File: src/rtl/sram_stream_reader.sv
// Burst reader: async SRAM words from a PIO base pointer into a valid/ready FIFO.
// Optional SRAM_RD_ABORT_EN adds an abort input that cancels a burst and flushes the FIFO.
module sram_stream_reader #(
  parameter int ADDR_W      = 20,
  parameter int DATA_W      = 16,
  parameter int BURST_LEN   = 64,
  parameter int WAIT_CYCLES = 1,
  parameter int FIFO_DEPTH  = 8
) (
  input  logic              clk,
  input  logic              reset_n,
`ifdef SRAM_RD_ABORT_EN
  input  logic              abort,
`endif
  input  logic [ADDR_W-1:0] base_ptr,
  input  logic              start,
  output logic              busy,
  output logic              done,
  output logic [ADDR_W-1:0] sram_addr,
  output logic              sram_ce_n,
  output logic              sram_oe_n,
  output logic              sram_we_n,
  output logic              sram_ub_n,
  output logic              sram_lb_n,
  input  logic [DATA_W-1:0] sram_dq_in,
  output logic              rd_valid,
  output logic [DATA_W-1:0] rd_data,
  input  logic              rd_ready
);

  localparam int CNT_W = $clog2(BURST_LEN + 1);
  localparam int FC_W  = $clog2(FIFO_DEPTH + 1);
  localparam int PTR_W = $clog2(FIFO_DEPTH);
  localparam int WC_W  = (WAIT_CYCLES > 0) ? $clog2(WAIT_CYCLES + 1) : 1;

  localparam logic [1:0] IDLE = 2'd0;
  localparam logic [1:0] READ = 2'd1;
  localparam logic [1:0] HOLD = 2'd2;
  localparam logic [1:0] DONE = 2'd3;

  logic [1:0]        state_q, state_d;
  logic [ADDR_W-1:0] addr_q, addr_d;
  logic [CNT_W-1:0]  cnt_q, cnt_d;
  logic [WC_W-1:0]   wait_q, wait_d;
  logic [FC_W-1:0]   fcnt_q, fcnt_d;
  logic [PTR_W-1:0]  wr_ptr_q, wr_ptr_d;
  logic [PTR_W-1:0]  rd_ptr_q, rd_ptr_d;
  logic [DATA_W-1:0] mem_q [FIFO_DEPTH];

  logic             push;
  logic             pop;
  logic             flush;
  logic             abort_req;
  logic [FC_W-1:0]  fill_after;

`ifdef SRAM_RD_ABORT_EN
  assign abort_req = abort && (state_q != IDLE);
`else
  assign abort_req = 1'b0;
`endif

  assign rd_valid   = (fcnt_q != '0);
  assign pop        = rd_valid && rd_ready;
  assign fill_after = fcnt_q + FC_W'(1) - FC_W'(pop);

  always_comb begin
    state_d = state_q;
    addr_d  = addr_q;
    cnt_d   = cnt_q;
    wait_d  = wait_q;
    push    = 1'b0;
    flush   = 1'b0;
    case (state_q)
      IDLE: begin
        if (start) begin
          addr_d  = base_ptr;
          cnt_d   = '0;
          wait_d  = '0;
          state_d = READ;
        end
      end
      READ: begin
        if (wait_q == WC_W'(WAIT_CYCLES)) begin
          push   = 1'b1;
          cnt_d  = cnt_q + CNT_W'(1);
          wait_d = '0;
          if (cnt_d == CNT_W'(BURST_LEN)) begin
            state_d = DONE;
          end else begin
            addr_d = addr_q + ADDR_W'(1);
            if (fill_after == FC_W'(FIFO_DEPTH))
              state_d = HOLD;
          end
        end else begin
          wait_d = wait_q + WC_W'(1);
        end
      end
      HOLD: begin
        if (fcnt_q != FC_W'(FIFO_DEPTH) || pop) begin
          wait_d  = '0;
          state_d = READ;
        end
      end
      default: state_d = IDLE;
    endcase
    if (abort_req) begin
      state_d = IDLE;
      cnt_d   = '0;
      wait_d  = '0;
      push    = 1'b0;
      flush   = 1'b1;
    end
  end

  always_comb begin
    fcnt_d   = fcnt_q + FC_W'(push) - FC_W'(pop);
    wr_ptr_d = wr_ptr_q + PTR_W'(push);
    rd_ptr_d = rd_ptr_q + PTR_W'(pop);
    if (flush) begin
      fcnt_d   = '0;
      wr_ptr_d = '0;
      rd_ptr_d = '0;
    end
  end

  always_ff @(posedge clk or negedge reset_n) begin
    if (!reset_n) begin
      state_q  <= IDLE;
      addr_q   <= '0;
      cnt_q    <= '0;
      wait_q   <= '0;
      fcnt_q   <= '0;
      wr_ptr_q <= '0;
      rd_ptr_q <= '0;
    end else begin
      state_q  <= state_d;
      addr_q   <= addr_d;
      cnt_q    <= cnt_d;
      wait_q   <= wait_d;
      fcnt_q   <= fcnt_d;
      wr_ptr_q <= wr_ptr_d;
      rd_ptr_q <= rd_ptr_d;
    end
  end

  // Storage needs no reset: rd_data is masked whenever the FIFO is empty.
  always_ff @(posedge clk) begin
    if (push)
      mem_q[wr_ptr_q] <= sram_dq_in;
  end

  assign rd_data   = rd_valid ? mem_q[rd_ptr_q] : '0;
  assign busy      = (state_q != IDLE);
  assign done      = (state_q == DONE);
  assign sram_addr = addr_q;
  assign sram_ce_n = (state_q != READ);
  assign sram_oe_n = (state_q != READ);
  assign sram_ub_n = (state_q != READ);
  assign sram_lb_n = (state_q != READ);
  assign sram_we_n = 1'b1;

endmodule
File: config.mk
export PLATFORM = sky130hd
export DESIGN_NAME = sram_stream_reader
export DESIGN_NICKNAME = d
export VERILOG_FILES = /design/src/rtl/sram_stream_reader.sv
export SDC_FILE = /design/constraint.sdc
export NUM_CORES = 1
export LEC_CHECK = 0
export CORE_UTILIZATION = 51
export DETAILED_ROUTE_END_ITERATION = 7
export GPL_TIMING_DRIVEN = 0
export PLACE_DENSITY = 0.76
export SETUP_SLACK_MARGIN = 0.05
export SYNTH_ARGS = -nofsm -noshare
export SYNTH_HDL_FRONTEND = slang
export SYNTH_SLANG_ARGS = --single-unit
File: constraint.sdc
create_clock -name clk -period 3.42 [get_ports clk]
set_clock_uncertainty 0.05 [all_clocks]
set_input_delay 0.684 -clock clk [delete_from_list [all_inputs] [get_ports clk]]
set_output_delay 0.684 -clock clk [all_outputs]
set_load 0.01 [all_outputs]
# Yosys cells after proc, flatten, opt, wreduce, memory -nomap -nowiden
# Memory sizes are Yosys's and may differ from the RTL's.
# Index checks and enable logic that the tools add are counted.
[classes] n_reduce_logical=11 muxes=22 eq_ne=12 n_addsub=9
[ops] op="$mux W20" n=3
[ops] op="$pmux W20 S2" n=1
[ops] op="$add A20 B1 Y20 const B" n=1
[ops] op="$mux W16" n=1
[ops] op="$mux W7" n=2
[ops] op="$pmux W7 S2" n=1
[ops] op="$mux W2" n=5
[ops] op="$ne A2 B2 Y1 const B" n=4
[ops] op="$reduce_and A4 Y1" n=2
[ops] op="$sub A4 B1 Y4" n=2
[ops] op="$add A7 B1 Y7 const B" n=1
[ops] op="$eq A7 B7 Y1 const B" n=1
[ops] op="$mux W1" n=7
[ops] op="$add A3 B1 Y3" n=2
[ops] op="$pmux W2 S3" n=1
[ops] op="$reduce_and A3 Y1" n=2
[ops] op="$add A4 B1 Y4" n=1
[ops] op="$add A4 B1 Y4 const B" n=1
[ops] op="$eq A2 B2 Y1 const B" n=2
[ops] op="$eq A4 B4 Y1 const B" n=1
[ops] op="$ne A4 B4 Y1 const B" n=1
[ops] op="$reduce_bool A2 Y1" n=2
[ops] op="$reduce_bool A4 Y1" n=1
[ops] op="$ne A3 B3 Y1 const B" n=1
[ops] op="8 further kinds" n=8
[word_totals] ram_bits=128 regBits=40 memories=1
[mem_list] name="mem_q" depth=8 width=16 rd=1 rd_clocked_by_memory_dff=0 wr=1 line_no="48" text="logic [DATA_W-1:0] mem_q [FIFO_DEPTH];"

# Depth between registers and ports, before layout
[depth] ltp_word=8 ltp_mapped=14 depth_no_buf=13

# Worst setup path before layout
# Ideal clock, no wire load.
[synth_timing] path_kind="register -> register" from="register state_q[1]" to="memory mem_q[4][0] (enable)" synth_period_minus_slack_ps=3494 n_path_buf=3 slack_ps=-74 setup_ps=436 arrival_time_ps=3007 path_stages_with_launch=7 cell_sequence="dfrtp_1 clkbuf_1 and2b_1 buf_4 nand2_1 buf_2 nor4b_1"
[synth_between] elab_chain_len=4
[synth_lines] item="start, declared" line_no="41" text="logic [1:0] state_q, state_d;"
[synth_lines] item="start signal, assigned" line_no="136" text="state_q <= state_d;"
[synth_lines] item="$eq A2 B1 Y1" line_no="73" text="case (state_q)"
[synth_lines] item="$mux W1" line_no="73"
[synth_lines] item="$mux W1" line_no="148" text="if (push)"
[synth_lines] item="$mux W1 (implied by the code)" line_no="149" text="mem_q[wr_ptr_q] <= sram_dq_in;"
[synth_lines] item="end, declared" line_no="48"
# Every way passes these cells.

# Worst setup path after layout
[layout_timing] from="register rd_ptr_q[0]" to="output port rd_data[14]"
[layout_between] elab_chain_len=2
[layout_lines] item="start, declared" line_no="47" text="logic [PTR_W-1:0] rd_ptr_q, rd_ptr_d;"
[layout_lines] item="start signal, assigned" line_no="142" text="rd_ptr_q <= rd_ptr_d;"
[layout_lines] item="$mem_v2 Z8 W16"
[layout_lines] item="$mux W16" line_no="152" text="assign rd_data = rd_valid ? mem_q[rd_ptr_q] : '0;"
[layout_lines] item="end, declared" line_no="27" text="output logic [DATA_W-1:0] rd_data,"
# Every way passes these cells.

==> results.txt <==
Counting every net in the synthesized netlist gives 538. The first-pass GRT wire length came out at 25,200 um. In the global route stage, met3 resource usage came out at 4.46%. In this run, synthesis produced a sequential element count of 168.

The repair_antennas step left the layout with diodes totalling 0. Setup violations remaining at the end of the flow were counted as 0. The top-area cell type share of the netlist area is 51.8%, and the violation count after the first detailed-route iteration is 432. Hold is met by 0.485 ns. The headroom to the max-slew limit is 47.2%, and the number of clock sinks seen by CTS is 168. Detailed placement finished with a half-perimeter wire length of 11,000 um. The clock latency on the worst-skew pair was 0.42 ns.

The areal power density over the cells is 909 nW/um^2, and the number of global-route vias before repair is 4,723. Setup repair after global routing left no endpoint under its margin. The worst path uses 94.7% of the clock period. Data on the critical path arrives at its endpoint at 2.51 ns. Counting flops with an async set or reset pin after synthesis yields a share of 23.8%.

The number of top-level pins came out at 84. The worst-path maximum fanout is 10. The run gives 7420 sq um as the area of the mapped netlist. The initial utilization of the core area, before any placement, comes to 52.9%. The flow ran to the end, and the final reports show no timing, DRC or antenna violations. The completed layout was analyzed and its total power is 8.38 mW.

The pin count of the biggest net entering global routing came out at 40. For the finished layout, the period the worst path requires is 3.24 ns. The tool flagged a number of max-cap violations equal to 0. By area the synthesized netlist is led by edfxtp_1 (52%), dfrtp_1 (13%), mux4_2 (9.7%), ha_1 (2.5%), mux2i_1 (2.4%). The cell type with the highest aggregate area in the netlist is edfxtp_1.

The cell sitting at the root of the clock tree is a clkbuf_16. Port buffering added 82 buffers. The final standard cell count with taps included and fillers excluded is 785. In the routed design, unresolved DRC markers number 0. For the total routed wirelength, the log shows 16,100 um. Cell with the largest stage delay on the worst path: mux4_2. From left edge to right edge, the die measures 123 um. After floorplanning, the core was divided into 43 placement rows.

The worst setup path is of the reg -> out kind. After clock tree synthesis, the clock-pin slew on the worst setup and hold paths is 0.06 ns. Counting both buffers and inverters, the worst setup path holds a total of 3.

The worst setup path is launched from a register. For the pin with the worst max-slew slack, the measured transition is 0.785 ns. The area of the die is 15,000 sq um, and the net total in the final layout is 650. The cell count after synthesis came out at 482.

TritonCTS built the clock tree. met2 is the most crowded layer. Across all layers, the routed design uses 4,632 vias. The aggregate global routing overflow is 0.

The synthesized design contains 128 enable-type register cells. The mean cell area of the mapped netlist was 15.4 sq um; the met1 track demand over resource in global routing was 30.6%. Global routing consumed, over all layers together, 23.1% of the routing resources. Once detail routing completed, the nets flagged for antenna violations numbered 0. The area added between synthesis and finish is 24.3%. The kind of cell with the highest combined delay along the critical path is buffers and inverters. The number of fill cells in the layout is 938. For met2 alone, demand over resource in global routing was 37.9%.

The number of antenna violations at the first check in global routing is 0. Summed over all cells, the static leakage comes to 3.37 nW. After detailed routing, the number of vias per cell comes to 5.90.

The final hold violation count came out at 0. edfxtp_1 is the most common cell in the netlist. The tightest min-delay check is of the reg -> reg type.

In the final layout, the share of cells above drive strength 1 is 20.0%. Ranked by instance count, the synthesized netlist is headed by edfxtp_1 (128), dfrtp_1 (40), nor2_1 (40). The H-tree was split into 4 levels. In the synthesized netlist the dominant register cell turns out to be edfxtp_1. The core region is 14,000 sq um. In this run the deepest clock path goes through 2 buffers. In this run, CTS created clock tree buffers numbering 17. The largest single stage delay on the critical path is 0.54 ns. VDD sags by at most 0.472 mV.

Mean routed wirelength per cell: 20.5 um. At the end of routability-driven placement, the weighted congestion stood at 0.924. The critical path goes through clkbuf_2, buf_6, mux4_2, mux2i_1, nor2_1, clkdlybuf4s50_1. STA classifies the critical path endpoint as an output port. Once placement completed, the tool counted placed cells totaling 756.

The count of distinct cell types in the synthesized netlist is 59. The Yosys step of the flow raised 0 warnings. The tools report the sequential share of the synthesized area as 65.3%.

For the final count of pins violating max slew, the log shows 0. The floorplan step set the die height to 123 um. Detailed-router iteration count before antenna repair: 5. For this run, the top clock speed supported by timing is 0.309 GHz. The critical path required time was 2.69 ns. The buffers inserted during post-CTS setup optimization came out at 0.
## per-stage QoR
step	area [sq um]	setup TNS (ns)	setup slack (ns)	util, %
3_3_place_gp	8470	-69.80	-1.50	60.3
3_5_place_dp	8660	0	0.203	61.7
5_1_grt	9230	0	0.0607	65.7
6_report	9230	0	0.180	65.7
4_1_cts	9220	0	0.0518	65.7
2_1_floorplan	7430	0	0.109	-
## sequential cells by signal, summed over array words and instances, names as in the netlist
| signal | flops |
|---|---|
| wr_ptr_q | 3 |
| state_q | 2 |
| wait_q | 1 |
| rd_ptr_q | 3 |
| sram_addr | 20 |
| cnt_q | 7 |
| mem_q | 128 |
| fcnt_q | 4 |
## cell usage in the layout (no fill, tap or decap), drive strengths merged, types with 2 or more instances in the layout
master,netlist,final
a31oi,3,3
nand4,4,4
xor2,3,3
or3,4,4
or2,3,3
inv,14,17
dfrtp,40,40
a41o,2,2
nor3,8,8
and4,2,2
nand2,23,23
buf,20,33
nor2,41,41
and2,4,4
a211oi,6,6
mux4,32,32
a21oi,15,15
a2bb2oi,5,5
o21ai,17,17
nor4,4,4
and3,8,8
o41ai,2,2
a311oi,7,7
edfxtp,128,128
clkinv,0,4
clkbuf,11,28
a21o,2,2
a22o,5,5
mux2i,18,18
clkdlybuf4s50,0,81
o31ai,2,2
nand3,13,13
o22ai,4,4
ha,15,15
xnor2,3,3
nor4b,3,3
clkinvlp,0,3
## metal layers
| metal | part of all wire [%] | vias to the layer above |
|---|---|---|
| met4 | 1.7 | 0 |
| li1 | - | 2107 |
| met2 | 50 | 191 |
| met1 | 41 | 2313 |
| met5 | 0 | - |
| met3 | 6.5 | 21 |
## power breakdown
group          switching [mW]  internal (mW)  total, mW  leakage (nW)
registers               0.360           2.67       3.03          1.63
clock network           0.762          0.993       1.76         0.251
logic                    1.80           1.80       3.60          1.49
total                    2.93           5.46       8.38          3.37
## repair_timing
action,in CTS,in global routing
setup endpoints to repair,16,12
hold buffers,1,0
resized for setup,8,6
hold endpoints to repair,1,0
gates cloned,0,0
## final timing paths
kind	startpoint	to	slack, ns	cells after the start
max in group asynchronous	reset_n	sram_addr[12]	2.38	3
hold reg to reg	rd_ptr_q[0]	rd_ptr_q[0]	0.49	1
min in group asynchronous	reset_n	sram_addr[19]	0.53	2
setup reg to reg	state_q[1]	mem_q[5][11]	0.52	8
setup / recovery	rd_ptr_q[0]	rd_data[14]	0.18	6
hold / removal	rd_ptr_q[0]	rd_ptr_q[0]	0.49	1
## cells by family after synthesis
group,after synthesis,synth area share [%]
buffers and inverters,45,3.12
multiplexers,51,12.3
XOR/XNOR,6,0.708
AO/OA/AOI/OAI,74,7.00
flip-flops,168,65.3
adder cells (fa/ha/maj),16,2.80
other,1,0.0505
AND/OR/NAND/NOR,121,8.77
## layout make-up
cell class / instances / area [sq um] / share of cell area, %
timing repair buffer: 95 / 981 / 10.6
clock inverter: 11 / 100 / 1.08
multi-input combinational: 269 / 2390 / 25.9
inverter: 14 / 52.6 / 0.570
tap: 180 / 225 / 2.44
clock buffer: 19 / 433 / 4.69
sequential: 168 / 4840 / 52.5
buffer: 29 / 196 / 2.13
No activity file was read; power rests on OpenSTA's default activity.
